===== config.mk =====
export PLATFORM = sky130hd
export DESIGN_NAME = coupled_cell_sync_flat
export DESIGN_NICKNAME = d
export VERILOG_FILES = /design/src/rtl/coupled_cell_sync_pkg.sv /design/src/rtl/coupled_cell_sync_if.sv /design/src/rtl/coupled_cell_sync_delay_channel.sv /design/src/rtl/coupled_cell_sync.sv /design/src/flat_wrapper.sv
export SDC_FILE = /design/constraint.sdc
export NUM_CORES = 1
export LEC_CHECK = 0
export ABC_AREA = 1
export CORE_ASPECT_RATIO = 0.9
export CORE_MARGIN = 4
export CORE_UTILIZATION = 40
export DETAILED_ROUTE_END_ITERATION = 10
export HOLD_SLACK_MARGIN = 0.05
export PLACE_DENSITY = 0.95
export SLEW_MARGIN = 20
export SYNTH_ARGS = -nofsm -noshare
export SYNTH_HDL_FRONTEND = slang
export SYNTH_SLANG_ARGS = --single-unit

===== constraint.sdc =====
create_clock -name clk -period 4.06 [get_ports clk]
set_clock_uncertainty 0.05 [all_clocks]
set_input_delay 0.609 -clock clk [delete_from_list [all_inputs] [get_ports clk]]
set_output_delay 0.609 -clock clk [all_outputs]
set_load 0.02 [all_outputs]

===== src/rtl/coupled_cell_sync_pkg.sv =====
// Shared constants and sizing helpers for the coupled oscillator cell family.
package ising_pkg;

  localparam int W_RESET = 0;

  // Largest weight magnitude a signed field can hold symmetrically.
  function automatic int wmax_f(input int weight_width);
    return (1 << (weight_width - 1)) - 1;
  endfunction

  // Counter width large enough to hold any count up to max_target without wrapping.
  function automatic int cnt_width_f(input int max_target);
    return ($clog2(max_target + 1) < 1) ? 1 : $clog2(max_target + 1);
  endfunction

endpackage


===== src/rtl/coupled_cell_sync_if.sv =====
// Weight write / commit bus shared between the host side and a coupled cell.
interface coupled_cell_sync_if;
  logic        wready;
  logic [31:0] wr_addr;
  logic [31:0] wdata;
  logic        commit;

  modport master (output wready, output wr_addr, output wdata, output commit);
  modport slave  (input wready, input wr_addr, input wdata, input commit);
endinterface


===== src/rtl/coupled_cell_sync_delay_channel.sv =====
// One direction of the cell: follows its phase input after target consecutive mismatching edges.
module delay_channel #(
  parameter int CW = 4
) (
  input  logic          clk,
  input  logic          axi_rstn,
  input  logic          rstn,
  input  logic          in,
  input  logic [CW-1:0] target,
  output logic          out
);

  logic [CW-1:0] cnt_q, cnt_d;
  logic          out_q, out_d;
  logic [CW:0]   cnt_inc;

  assign cnt_inc = {1'b0, cnt_q} + {{CW{1'b0}}, 1'b1};
  assign out     = out_q;

  // A target at or below the running count fires on the next mismatching edge.
  always_comb begin
    cnt_d = cnt_q;
    out_d = out_q;
    if (!rstn) begin
      cnt_d = '0;
      out_d = 1'b0;
    end else if (in == out_q) begin
      cnt_d = '0;
    end else if (cnt_inc >= {1'b0, target}) begin
      out_d = in;
      cnt_d = '0;
    end else begin
      cnt_d = cnt_inc[CW-1:0];
    end
  end

  always_ff @(posedge clk or negedge axi_rstn) begin
    if (!axi_rstn) begin
      cnt_q <= '0;
      out_q <= 1'b0;
    end else begin
      cnt_q <= cnt_d;
      out_q <= out_d;
    end
  end

endmodule


===== src/rtl/coupled_cell_sync.sv =====
// Coupled phase cell: two delay channels whose delays are steered by a committed signed weight.
module coupled_cell_sync
  import ising_pkg::*;
#(
  parameter int          WEIGHT_WIDTH = 4,
  parameter int          BASE_DELAY   = 8,
  parameter logic [31:0] ADDR         = 32'h0000_0008
) (
  input  logic                           clk,
  input  logic                           axi_rstn,
  input  logic                           rstn,
  input  logic                           sin,
  input  logic                           din,
  output logic                           sout,
  output logic                           dout,
  coupled_cell_sync_if.slave             wbus,
  output logic signed [WEIGHT_WIDTH-1:0] weight_active
);

  localparam int WMAX = wmax_f(WEIGHT_WIDTH);
  localparam int CW   = cnt_width_f(BASE_DELAY + WMAX);
  localparam logic [WEIGHT_WIDTH-1:0] W_MOST_NEG = {1'b1, {(WEIGHT_WIDTH-1){1'b0}}};
  localparam logic [WEIGHT_WIDTH-1:0] W_NEG_MAX  = WEIGHT_WIDTH'(-WMAX);

  generate
    if (BASE_DELAY < WMAX + 1) begin : g_cfg_check
      $error("coupled_cell_sync: BASE_DELAY must be at least WMAX+1");
    end
  endgenerate

  logic signed [WEIGHT_WIDTH-1:0] shadow_q, shadow_d;
  logic signed [WEIGHT_WIDTH-1:0] active_q, active_d;
  logic signed [WEIGHT_WIDTH-1:0] wr_clamped;
  logic        [WEIGHT_WIDTH-1:0] wr_raw;
  logic                           write_hit;
  logic                           unused_wdata_hi;
  logic        [CW-1:0]           target_s, target_d;
  int                             w_int;

  assign wr_raw          = wbus.wdata[WEIGHT_WIDTH-1:0];
  assign unused_wdata_hi = ^wbus.wdata[31:WEIGHT_WIDTH];
  assign write_hit       = wbus.wready && (wbus.wr_addr == ADDR);
  assign weight_active   = active_q;

  // The lone asymmetric code is folded onto -WMAX; a same-cycle commit picks up the fresh write.
  always_comb begin
    wr_clamped = $signed(wr_raw);
    if (wr_raw == W_MOST_NEG) begin
      wr_clamped = $signed(W_NEG_MAX);
    end
    shadow_d = shadow_q;
    if (write_hit) begin
      shadow_d = wr_clamped;
    end
    active_d = active_q;
    if (wbus.commit) begin
      active_d = shadow_d;
    end
  end

  always_ff @(posedge clk or negedge axi_rstn) begin
    if (!axi_rstn) begin
      shadow_q <= WEIGHT_WIDTH'(W_RESET);
      active_q <= WEIGHT_WIDTH'(W_RESET);
    end else begin
      shadow_q <= shadow_d;
      active_q <= active_d;
    end
  end

  // Mismatch against the opposite channel lengthens the delay; agreement shortens it.
  always_comb begin
    w_int    = int'(active_q);
    target_s = (sin ^ dout) ? CW'(BASE_DELAY + w_int) : CW'(BASE_DELAY - w_int);
    target_d = (din ^ sout) ? CW'(BASE_DELAY + w_int) : CW'(BASE_DELAY - w_int);
  end

  delay_channel #(.CW(CW)) u_ch_s (
    .clk      (clk),
    .axi_rstn (axi_rstn),
    .rstn     (rstn),
    .in       (sin),
    .target   (target_s),
    .out      (sout)
  );

  delay_channel #(.CW(CW)) u_ch_d (
    .clk      (clk),
    .axi_rstn (axi_rstn),
    .rstn     (rstn),
    .in       (din),
    .target   (target_d),
    .out      (dout)
  );

endmodule


===== src/flat_wrapper.sv =====
// flat-port wrapper written by rule: the top's interface ports become plain ports
module coupled_cell_sync_flat import ising_pkg::*;
#(
  parameter int          WEIGHT_WIDTH = 4,
  parameter int          BASE_DELAY   = 8,
  parameter logic [31:0] ADDR         = 32'h0000_0008
)
  (clk, axi_rstn, rstn, sin, din, sout, dout, weight_active, wbus_wready, wbus_wr_addr, wbus_wdata, wbus_commit);
  coupled_cell_sync_if wbus_i ();
  input  logic clk;
  input  logic axi_rstn;
  input  logic rstn;
  input  logic sin;
  input  logic din;
  output logic sout;
  output logic dout;
  output logic signed [WEIGHT_WIDTH-1:0] weight_active;
  input wire logic [$bits(wbus_i.wready)-1:0] wbus_wready;
  input wire logic [$bits(wbus_i.wr_addr)-1:0] wbus_wr_addr;
  input wire logic [$bits(wbus_i.wdata)-1:0] wbus_wdata;
  input wire logic [$bits(wbus_i.commit)-1:0] wbus_commit;
  assign wbus_i.wready = wbus_wready;
  assign wbus_i.wr_addr = wbus_wr_addr;
  assign wbus_i.wdata = wbus_wdata;
  assign wbus_i.commit = wbus_commit;
  coupled_cell_sync #(.WEIGHT_WIDTH(WEIGHT_WIDTH), .BASE_DELAY(BASE_DELAY), .ADDR(ADDR)) u_core (.clk(clk), .axi_rstn(axi_rstn), .rstn(rstn), .sin(sin), .din(din), .sout(sout), .dout(dout), .wbus(wbus_i), .weight_active(weight_active));
endmodule

**Word level (Yosys, flattened, before mapping)**

Index checks and enable logic that the tools add are counted.

- Mux-type cells: 16
- Bitwise logic cells: 2
- Eq/ne operators: 8
- Magnitude comparators: 2
- Reduce and logical (&&, ||, !) cells: 3
- $add $sub $neg: 4

Operator list:

| cell | count |
|---|---|
| $mux W4 | 10 |
| $eq A32 B4 Y1 const B | 1 |
| $add A4 B1 Y5 const B | 2 |
| $ge A5 B4 Y1 | 2 |
| $mux W1 | 6 |
| $add A4 B4 Y4 const A | 1 |
| $eq A4 B4 Y1 const B | 1 |
| $ne A2 B1 Y1 const B | 2 |
| $ne A2 B2 Y1 const B | 2 |
| $reduce_and A2 Y1 | 2 |
| $sub A4 B4 Y4 const A | 1 |
| $eq A1 B1 Y1 | 2 |
| $xor A1 B1 Y1 | 2 |
| $logic_and A1 B1 Y1 | 1 |

- Output and inout port bits: 6
- Logic and storage cells: 41
- Flip-flop bits (word level): 18

**Longest topological paths before layout**

Gate-level depths: netlist of the first run.

- Word-level depth: 6
- Mapped depth: 12

**Cells and area by module**

From an unflattened synthesis of the first run, not the netlist that was laid out.

- Cells, all modules: 205
- Area, all modules: 1,442.6 µm²

Modules (own cells, without submodules):

| module | area each (µm²) | cells each | instances |
|---|---|---|---|
| delay_channel | 362.8 | 44 | 2 |
| coupled_cell_sync | 716.9 | 117 | 1 |

**Worst setup path after synthesis of the first run**

OpenSTA, ideal clock, no wires.

- Path type: register to register
- From: register u_core.active_q[0], in the netlist u_core.weight_active[0]
- To: register u_core.u_ch_s.out_q, in the netlist u_core.u_ch_s.out
- Data arrival time: 1.824 ns
- Cell stages (with the launch flop): 12
- Setup slack: 2.069 ns
- Path through: dfrtp_1 -> inv_1 -> ha_1 -> xor2_1 -> nand2_1 -> o21ai_0 -> ha_1 -> a21boi_0 -> o21ai_1 -> nand2_1 -> nand2_1 -> nand2_1

- Word-level cells in the longest chain between the ends: 5
- Elaborated cells on any way between the ends: 6
- Classes of those cells: add/sub: 2; order compare: 1; eq/ne: 1; mux: 1; reduce/logical: 1

Ends and longest elaborated chain:

| element | line | text |
|---|---|---|
| start, declared | coupled_cell_sync.sv:32 | `logic signed [WEIGHT_WIDTH-1:0] active_q, active_d;` |
| start signal, assigned | coupled_cell_sync.sv:64 | `active_q <= WEIGHT_WIDTH'(W_RESET);` |
| start signal, assigned | coupled_cell_sync.sv:67 | `active_q <= active_d;` |
| $sub A4 B4 Y4 or $add A4 B4 Y4 (tied branches) | coupled_cell_sync.sv:74 | `target_s = (sin ^ dout) ? CW'(BASE_DELAY + w_int) : CW'(BASE_DELAY - w_int);` |
| $mux W4 (*) | coupled_cell_sync.sv:74 |  |
| $ge A5 B4 Y1 (*) | coupled_cell_sync_delay_channel.sv:29 | `end else if (cnt_inc >= {1'b0, target}) begin` |
| $ne A2 B1 Y1 (no source line) (*) | - |  |
| $reduce_and A2 Y1 (no source line) (*) | - |  |
| end signal, assigned | coupled_cell_sync_delay_channel.sv:43 | `out_q <= out_d;` |
| end, declared | coupled_cell_sync_delay_channel.sv:14 | `logic out_q, out_d;` |

Mark *: on every way between the ends. The rest lies on a longest branch, timed or not.
A chain may end at the register's enable or synchronous reset.

**Worst setup path in the final report of the first run**

- From: input din
- To: register u_core.u_ch_d.out_q, in the netlist u_core.u_ch_d.out

- Word-level cells in the longest chain between the ends: 5
- Elaborated cells on any way between the ends: 10
- Classes of those cells: order compare: 1; eq/ne: 3; mux: 4; bitwise: 1; reduce/logical: 1

Ends and longest elaborated chain:

| element | line | text |
|---|---|---|
| start, declared | flat_wrapper.sv:14 | `input logic din;` |
| $xor A1 B1 Y1 | coupled_cell_sync.sv:75 | `target_d = (din ^ sout) ? CW'(BASE_DELAY + w_int) : CW'(BASE_DELAY - w_int);` |
| $mux W4 | coupled_cell_sync.sv:75 |  |
| $ge A5 B4 Y1 | coupled_cell_sync_delay_channel.sv:29 |  |
| $ne A2 B1 Y1 (no source line) | - |  |
| $reduce_and A2 Y1 (no source line) | - |  |
| end signal, assigned | coupled_cell_sync_delay_channel.sv:43 |  |
| end, declared | coupled_cell_sync_delay_channel.sv:14 |  |

Several ways; a longest one is shown, not always the timed one. The select of a mux whose other input is x is not followed.

==> results of run 1 <==
==> routing by layer <==
metal / routed length [µm] / vias to the layer above / track usage, %
met3: 144 / 6 / 4.144
met1: 1234 / 547 / 16.50
li1: - / 676 / -
met2: 1501 / 30 / 25.98
met5: 0 / - / 0
met4: 52 / 0 / 4.218
==> cells in the final DEF, fill, tap and decap left out, types with 4 or more instances in the layout <==
master / instances
clkdlybuf4s50_1: 48
ha_1: 11
nor2_1: 28
o21ai_0: 7
dfrtp_1: 18
and2_1: 4
nand2_1: 45
xnor2_1: 4
nand3_1: 17
xor2_1: 6
inv_1: 32
==> stage by stage <==
step	area (µm²)	setup slack, ns	cells
floorplan	1313	2.069	186
global placement	1846	1.425	276
detailed placement	1846	1.333	276
CTS	1882	1.641	280
global route	1882	1.339	280
finish	1882	1.657	280
==> final cells by class <==
type	count	area, µm²
fillers	273	1209
multi-input cells	136	742.0
repair buffers	48	480.5
flip-flops and latches	18	450.4
inverters	32	120.1
well taps	42	52.55
clock buffers	4	36.28
==> registers in the layout (all words and copies together), names as in the netlist <==
signal,flops
u_core.shadow_q,4
u_core.u_ch_d.cnt_q,4
u_core.u_ch_d.out,1
u_core.u_ch_s.cnt_q,4
u_core.u_ch_s.out,1
u_core.weight_active,4
==> worst paths after layout <==
kind | start | endpoint | slack [ns]
worst max-delay path | din | u_core.u_ch_d.out$_DFFE_PN0P_ | 1.66
worst min-delay path | u_core.weight_active[3]$_DFFE_PN0P_ | u_core.weight_active[3]$_DFFE_PN0P_ | 0.49
worst max register to register | u_core.weight_active[0]$_DFFE_PN0P_ | u_core.u_ch_d.out$_DFFE_PN0P_ | 1.93
worst min register to register | u_core.weight_active[3]$_DFFE_PN0P_ | u_core.weight_active[3]$_DFFE_PN0P_ | 0.49
max in group asynchronous | axi_rstn | u_core.weight_active[3]$_DFFE_PN0P_ | 2.75
min in group asynchronous | axi_rstn | u_core.u_ch_s.cnt_q[3]$_DFF_PN0_ | 0.71
==> tightest hold or removal path: stages (launching register included) <==
cell,delay (ns)
dfrtp_1,0.39
nand2_1,0.06
nand2_1,0.06
==> logic make-up (layout without fill, tap and decap cells) <==
family / after synthesis / in the layout / share of synthesized area, %
buffers and inverters: 32 / 84 / 9.152
DFF: 18 / 18 / 34.32
adders and majority gates: 11 / 11 / 10.49
AOI/OAI and AO/OA: 13 / 13 / 5.433
and+or+nand+nor: 102 / 102 / 33.94
xor gates and xnor gates: 10 / 10 / 6.673
==> power breakdown <==
group | switching [W] | internal (W)
Combinational | 0.0000753 | 0.0000819
Clock | 0.0000560 | 0.0000547
Sequential | 0.0000138 | 0.000190
==> metrics, run 1 <==
IR drop worst, VDD 0.1046 mV; Post-CTS Setup Bufs 0; row count 19; post-CTS sizing 0; Initial Util 42.47%; CP Buf/Inv Count 1; cell mode on critical path nand2_1; Crit path depth 10; startpoint types input pin; Tmin final 2.403 ns; CTS tree done; dominant cell type by area after synthesis dfrtp_1; Hold Crit Depth 2; die height 62.34 µm; sequential-to-total area share from yosys stat 34.32%; io pins 77; final hold slack 0.4878 ns; relative slew slack 47.05%; Mapped Cells 186; DRC Markers 0; most numerous cell in the Yosys netlist nand2_1; critical path type input pin to flip-flop; Synthesized Nets 268; vias in the first global route 1258; gr usage total 14.67%; CTS root buf clkbuf_4; endpoints failing hold 0; GPL Wtd Cong 0.7694; Avg WL per Cell 10.48 µm; CTS Hold Bufs 0; antenna violations before repair 0; synth top area cells dfrtp_1, nand2_1, ha_1; Static Leak 0.9522 nW; DRT iter0 DRCs 37; R2R cell count 11; clk_lat worst skew 0.30 ns; Clock Sinks 18; f_max 416.1 MHz; Yosys top cell area share 34.32%; critical path, cell by cell clkdlybuf4s50_1 -> xnor2_1 -> o21ai_0 -> ha_1 -> o21ai_1 -> a21boi_0 -> o21ai_1 -> nand2_1 -> nand2_1 -> nand2_1; cts bufs inserted 3; Antenna Violating Nets Remaining 0; DR pass1 iterations 4; CP required 4.21 ns; Vias/cell 4.496; Area growth, synth to finish 43.37%; PwrDens 250.7 nW/µm²; Worst Tran Pin Value 0.7918 ns; Async SR Flop Fraction 100.0%; FF+latch count, synth 18; critical path's largest stage delay 0.47 ns; synth unique cells 18; global-route wire length before repair 5009 µm; Synth Area per Inst 7.057 µm²; Main synth FF type dfrtp_1; pin count of the biggest net entering global routing 19; commonest cells in the netlist nand2_1, inv_1, nor2_1; die area 4263 µm²; hpwl dp 2492 µm; Slew Viols, Final 0; total grt overflow 0; Longest Clk Path Bufs 2; proportion of layout cells with a drive suffix above 1 3.782%; die width 68.38 µm; fin nets 321; Crit-path slowest cell clkdlybuf4s50_1; outcome finished, final reports clean; PortBufs 48; worst min-delay path class flip-flop to flip-flop; unrepaired setup endpoints after global routing false; final period utilization 59.20%; max capacitance violation total 0; critical path endpoint category flip-flop; # diodes 0; critical path fanouts, max 6; final setup violation count 0; Post-synth EDFFs 0; WL final 2933 µm; Cell Area, Synth 1313 µm²; via count 1259; Worst EP arrival 2.55 ns; delay-heaviest family, CP compound AO/OA/AOI/OAI gates; Layout Utilization 60.89%; CTS H-tree lvls 1; Yosys warning total 0; total core area 3090 µm²; Power Total 0.0004717 W; Clock transition at path regs 0.10 ns; TNS Setup 0 ns
(Power assumes the default switching activity.)
==> run 2, diff against run 1 <==
--- a/config.mk
+++ b/config.mk
@@ -8,10 +8,10 @@
 export ABC_AREA = 1
 export CORE_ASPECT_RATIO = 0.9
 export CORE_MARGIN = 4
-export CORE_UTILIZATION = 40
+export CORE_UTILIZATION = 34
 export DETAILED_ROUTE_END_ITERATION = 10
 export HOLD_SLACK_MARGIN = 0.05
-export PLACE_DENSITY = 0.95
+export PLACE_DENSITY = 0.87
 export SLEW_MARGIN = 20
 export SYNTH_ARGS = -nofsm -noshare
 export SYNTH_HDL_FRONTEND = slang
==> constraint.sdc (replaced) <==
create_clock -name clk -period 2 [get_ports clk]
set_clock_uncertainty 0.05 [all_clocks]
set_input_delay 0.3 -clock clk [delete_from_list [all_inputs] [get_ports clk]]
set_output_delay 0.3 -clock clk [all_outputs]
set_load 0.02 [all_outputs]
==> run 2 against run 1 <==
- power rose by 130%
- design area grew 8.2%
- sequential power grew 100%
- wire length grew 8.8%
- critical endpoint is now u_core.u_ch_s.out$_DFFE_PN0P_
- largest cell class unchanged
==> metrics, run 2 (synthesis results as in run 1) <==
f_max 503.8 MHz; worst setup margin 0.01491 ns (was 1.657 ns); final setup violation count 0 (unchanged); pre-CTS setup slack -0.3872 ns (was 1.333 ns); Antenna Violating Nets Remaining 0 (unchanged); DR pass1 iterations 4 (unchanged); die width 73.49 µm (was 68.38 µm); total core area 3731 µm² (was 3090 µm²); PortBufs 48 (unchanged); CTS tree done (unchanged); Seq pwr share 37.1% (was 43.2%); cts bufs inserted 3 (unchanged); io pins 77 (unchanged); proportion of layout cells with a drive suffix above 1 12.96% (was 3.782%); CTS root buf clkbuf_8 (was clkbuf_4); gr usage total 13.54% (was 14.67%); global-route wire length before repair 5154 µm (was 5009 µm); critical path endpoint category flip-flop (unchanged); outcome finished, final reports clean (unchanged); die area 4920 µm² (was 4263 µm²); clock power share 26.8% (was 23.5%); max capacitance violation total 0 (unchanged); Worst Tran Pin Value 0.3504 ns (was 0.7918 ns); cell mode on critical path nand2_1 (unchanged); Static Leak 1.035 nW (was 0.9522 nW); DRT iter0 DRCs 48 (was 37); switch share 30.13% (was 30.77%); clk_lat worst skew 0.26 ns (was 0.30 ns); Clock transition at path regs 0.07 ns (was 0.10 ns); unrepaired setup endpoints after global routing true (was false); pin count of the biggest net entering global routing 19 (unchanged); # diodes 0 (unchanged); via count 1343 (was 1259); hpwl dp 2673 µm (was 2492 µm); Clock Sinks 18 (unchanged); Vias/cell 4.584 (was 4.496); endpoints failing hold 0 (unchanged); Area growth, synth to finish 55.20% (was 43.37%); relative slew slack 76.52% (was 47.05%); Avg WL per Cell 10.89 µm (was 10.48 µm); critical path's largest stage delay 0.42 ns (was 0.47 ns); DRC Markers 0 (unchanged); CP required 2.10 ns (was 4.21 ns); WL final 3190 µm (was 2933 µm); Comb pwr share 36.1% (was 33.3%); critical path, cell by cell inv_2 -> ha_4 -> xor2_2 -> nand2_1 -> o21ai_0 -> ha_1 -> a21boi_1 -> o21ai_1 -> nand2_2 -> nand2_1 -> nand2_1 (was clkdlybuf4s50_1 -> xnor2_1 -> o21ai_0 -> ha_1 -> o21ai_1 -> a21boi_0 -> o21ai_1 -> nand2_1 -> nand2_1 -> nand2_1); Placed Cells 287 (was 276); fin nets 330 (was 321); Final Non-Filler Cells 293 (was 280); die height 66.95 µm (was 62.34 µm); TNS Setup 0 ns (unchanged); row count 21 (was 19); critical path fanouts, max 5 (was 6); P_int 0.0007710 W (was 0.0003265 W); GPL Wtd Cong 0.7481 (was 0.7694); total grt overflow 0 (unchanged); final hold slack 0.3209 ns (was 0.4878 ns); NetSw 0.0003324 W (was 0.0001451 W); Worst EP arrival 2.09 ns (was 2.55 ns); Longest Clk Path Bufs 2 (unchanged); PwrDens 541.7 nW/µm² (was 250.7 nW/µm²); critical path type flip-flop to flip-flop (was input pin to flip-flop); worst min-delay path class input pin to asynchronous set/reset pin (was flip-flop to flip-flop); most common cell after layout, fill and taps aside clkdlybuf4s50_1 (unchanged); top library cells by usage in the layout, fill and taps aside clkdlybuf4s50_1, nand2_1, inv_1 (unchanged); Initial Util 35.18% (was 42.47%); vias in the first global route 1293 (was 1258); IR drop worst, VDD 0.2395 mV (was 0.1046 mV); Crit-path slowest cell dfrtp_1 (was clkdlybuf4s50_1); startpoint types flip-flop (was input pin); CTS H-tree lvls 1 (unchanged); Tmin final 1.985 ns; antenna violations before repair 0 (unchanged); Slew Viols, Final 0 (unchanged); final period utilization 99.25%
-- run 2: changes by cell type in the layout (fill, tap and decap cells not counted), moves of 3 or more --
cell and delta:
buf_4 +9, o21ai_0 -4, clkbuf_4 -3, clkbuf_8 +3
nand2_1 -3, nand2_2 +3, o21ai_2 +3
-- run 2: layout make-up --
class / instances / area [µm²]
fillers: 354 / 1694
multi-input cells: 136 / 800.8
repair buffers: 57 / 553.0
flip-flops and latches: 18 / 450.4
inverters: 32 / 120.1
well taps: 46 / 57.56
clock buffers: 4 / 55.05
-- run 2: per-layer routing --
metal  track usage [%]  share of wire, %  routed length [µm]  vias to the layer above
li1                  -                 -                   -                      699
met1             15.08                39                1245                      597
met2             25.00                53                1696                       41
met3             2.413               5.8                 184                        6
met4             5.430               2.0                  65                        0
met5                 0                 0                   0                        -
-- run 2: final timing paths --
| kind | startpoint | end | slack [ns] | depth (start not counted) |
|---|---|---|---|---|
| worst max-delay path | u_core.weight_active[1]$_DFFE_PN0P_ | u_core.u_ch_s.out$_DFFE_PN0P_ | 0.01 | 11 |
| worst min-delay path | axi_rstn | u_core.u_ch_s.cnt_q[3]$_DFF_PN0_ | 0.32 | 2 |
| worst max register to register | u_core.weight_active[1]$_DFFE_PN0P_ | u_core.u_ch_s.out$_DFFE_PN0P_ | 0.01 | 11 |
| worst min register to register | u_core.weight_active[3]$_DFFE_PN0P_ | u_core.weight_active[3]$_DFFE_PN0P_ | 0.48 | 2 |
| max in group asynchronous | axi_rstn | u_core.u_ch_d.cnt_q[1]$_DFF_PN0_ | 1.38 | 2 |
| min in group clk | din | u_core.u_ch_d.out$_DFFE_PN0P_ | 0.41 | 5 |
-- run 2: critical path, delay by kind of cell (launching register included) --
kind,cells,cell delay [ns]
AO/OA/AOI/OAI,3,0.43
buffers and inverters,1,0.06
flip-flops,1,0.42
XOR/XNOR,1,0.17
adder cells (fa/ha/maj),2,0.44
AND/OR/NAND/NOR,4,0.31
-- run 2: through the flow --
step                      area (µm²)  total power, W  utilization, %
final                           2037        0.001103           54.59
after global routing            2037        0.001186           54.59
after CTS                       1973        0.001073           52.88
after detailed placement        1903       0.0007651           51.01
after global placement          1903       0.0007464           51.01
after floorplan                 1313       0.0005814               -
-- run 2: power by group through the flow --
stage	registers [W]	clock network, W	logic [W]
floorplan	0.000428	0	0.000154
detailed placement	0.000414	0	0.000351
finish	0.000409	0.000296	0.000399
CTS	0.000409	0.000306	0.000358
global route	0.000413	0.000321	0.000452
global placement	0.000412	0	0.000335
-- run 2: timing repair --
item,4_1_cts,5_1_grt
resized for setup,2,20
setup endpoints to repair,10,10
pin swaps,0,9
buffers inserted,0,2
gates cloned,0,0
hold buffers,0,0
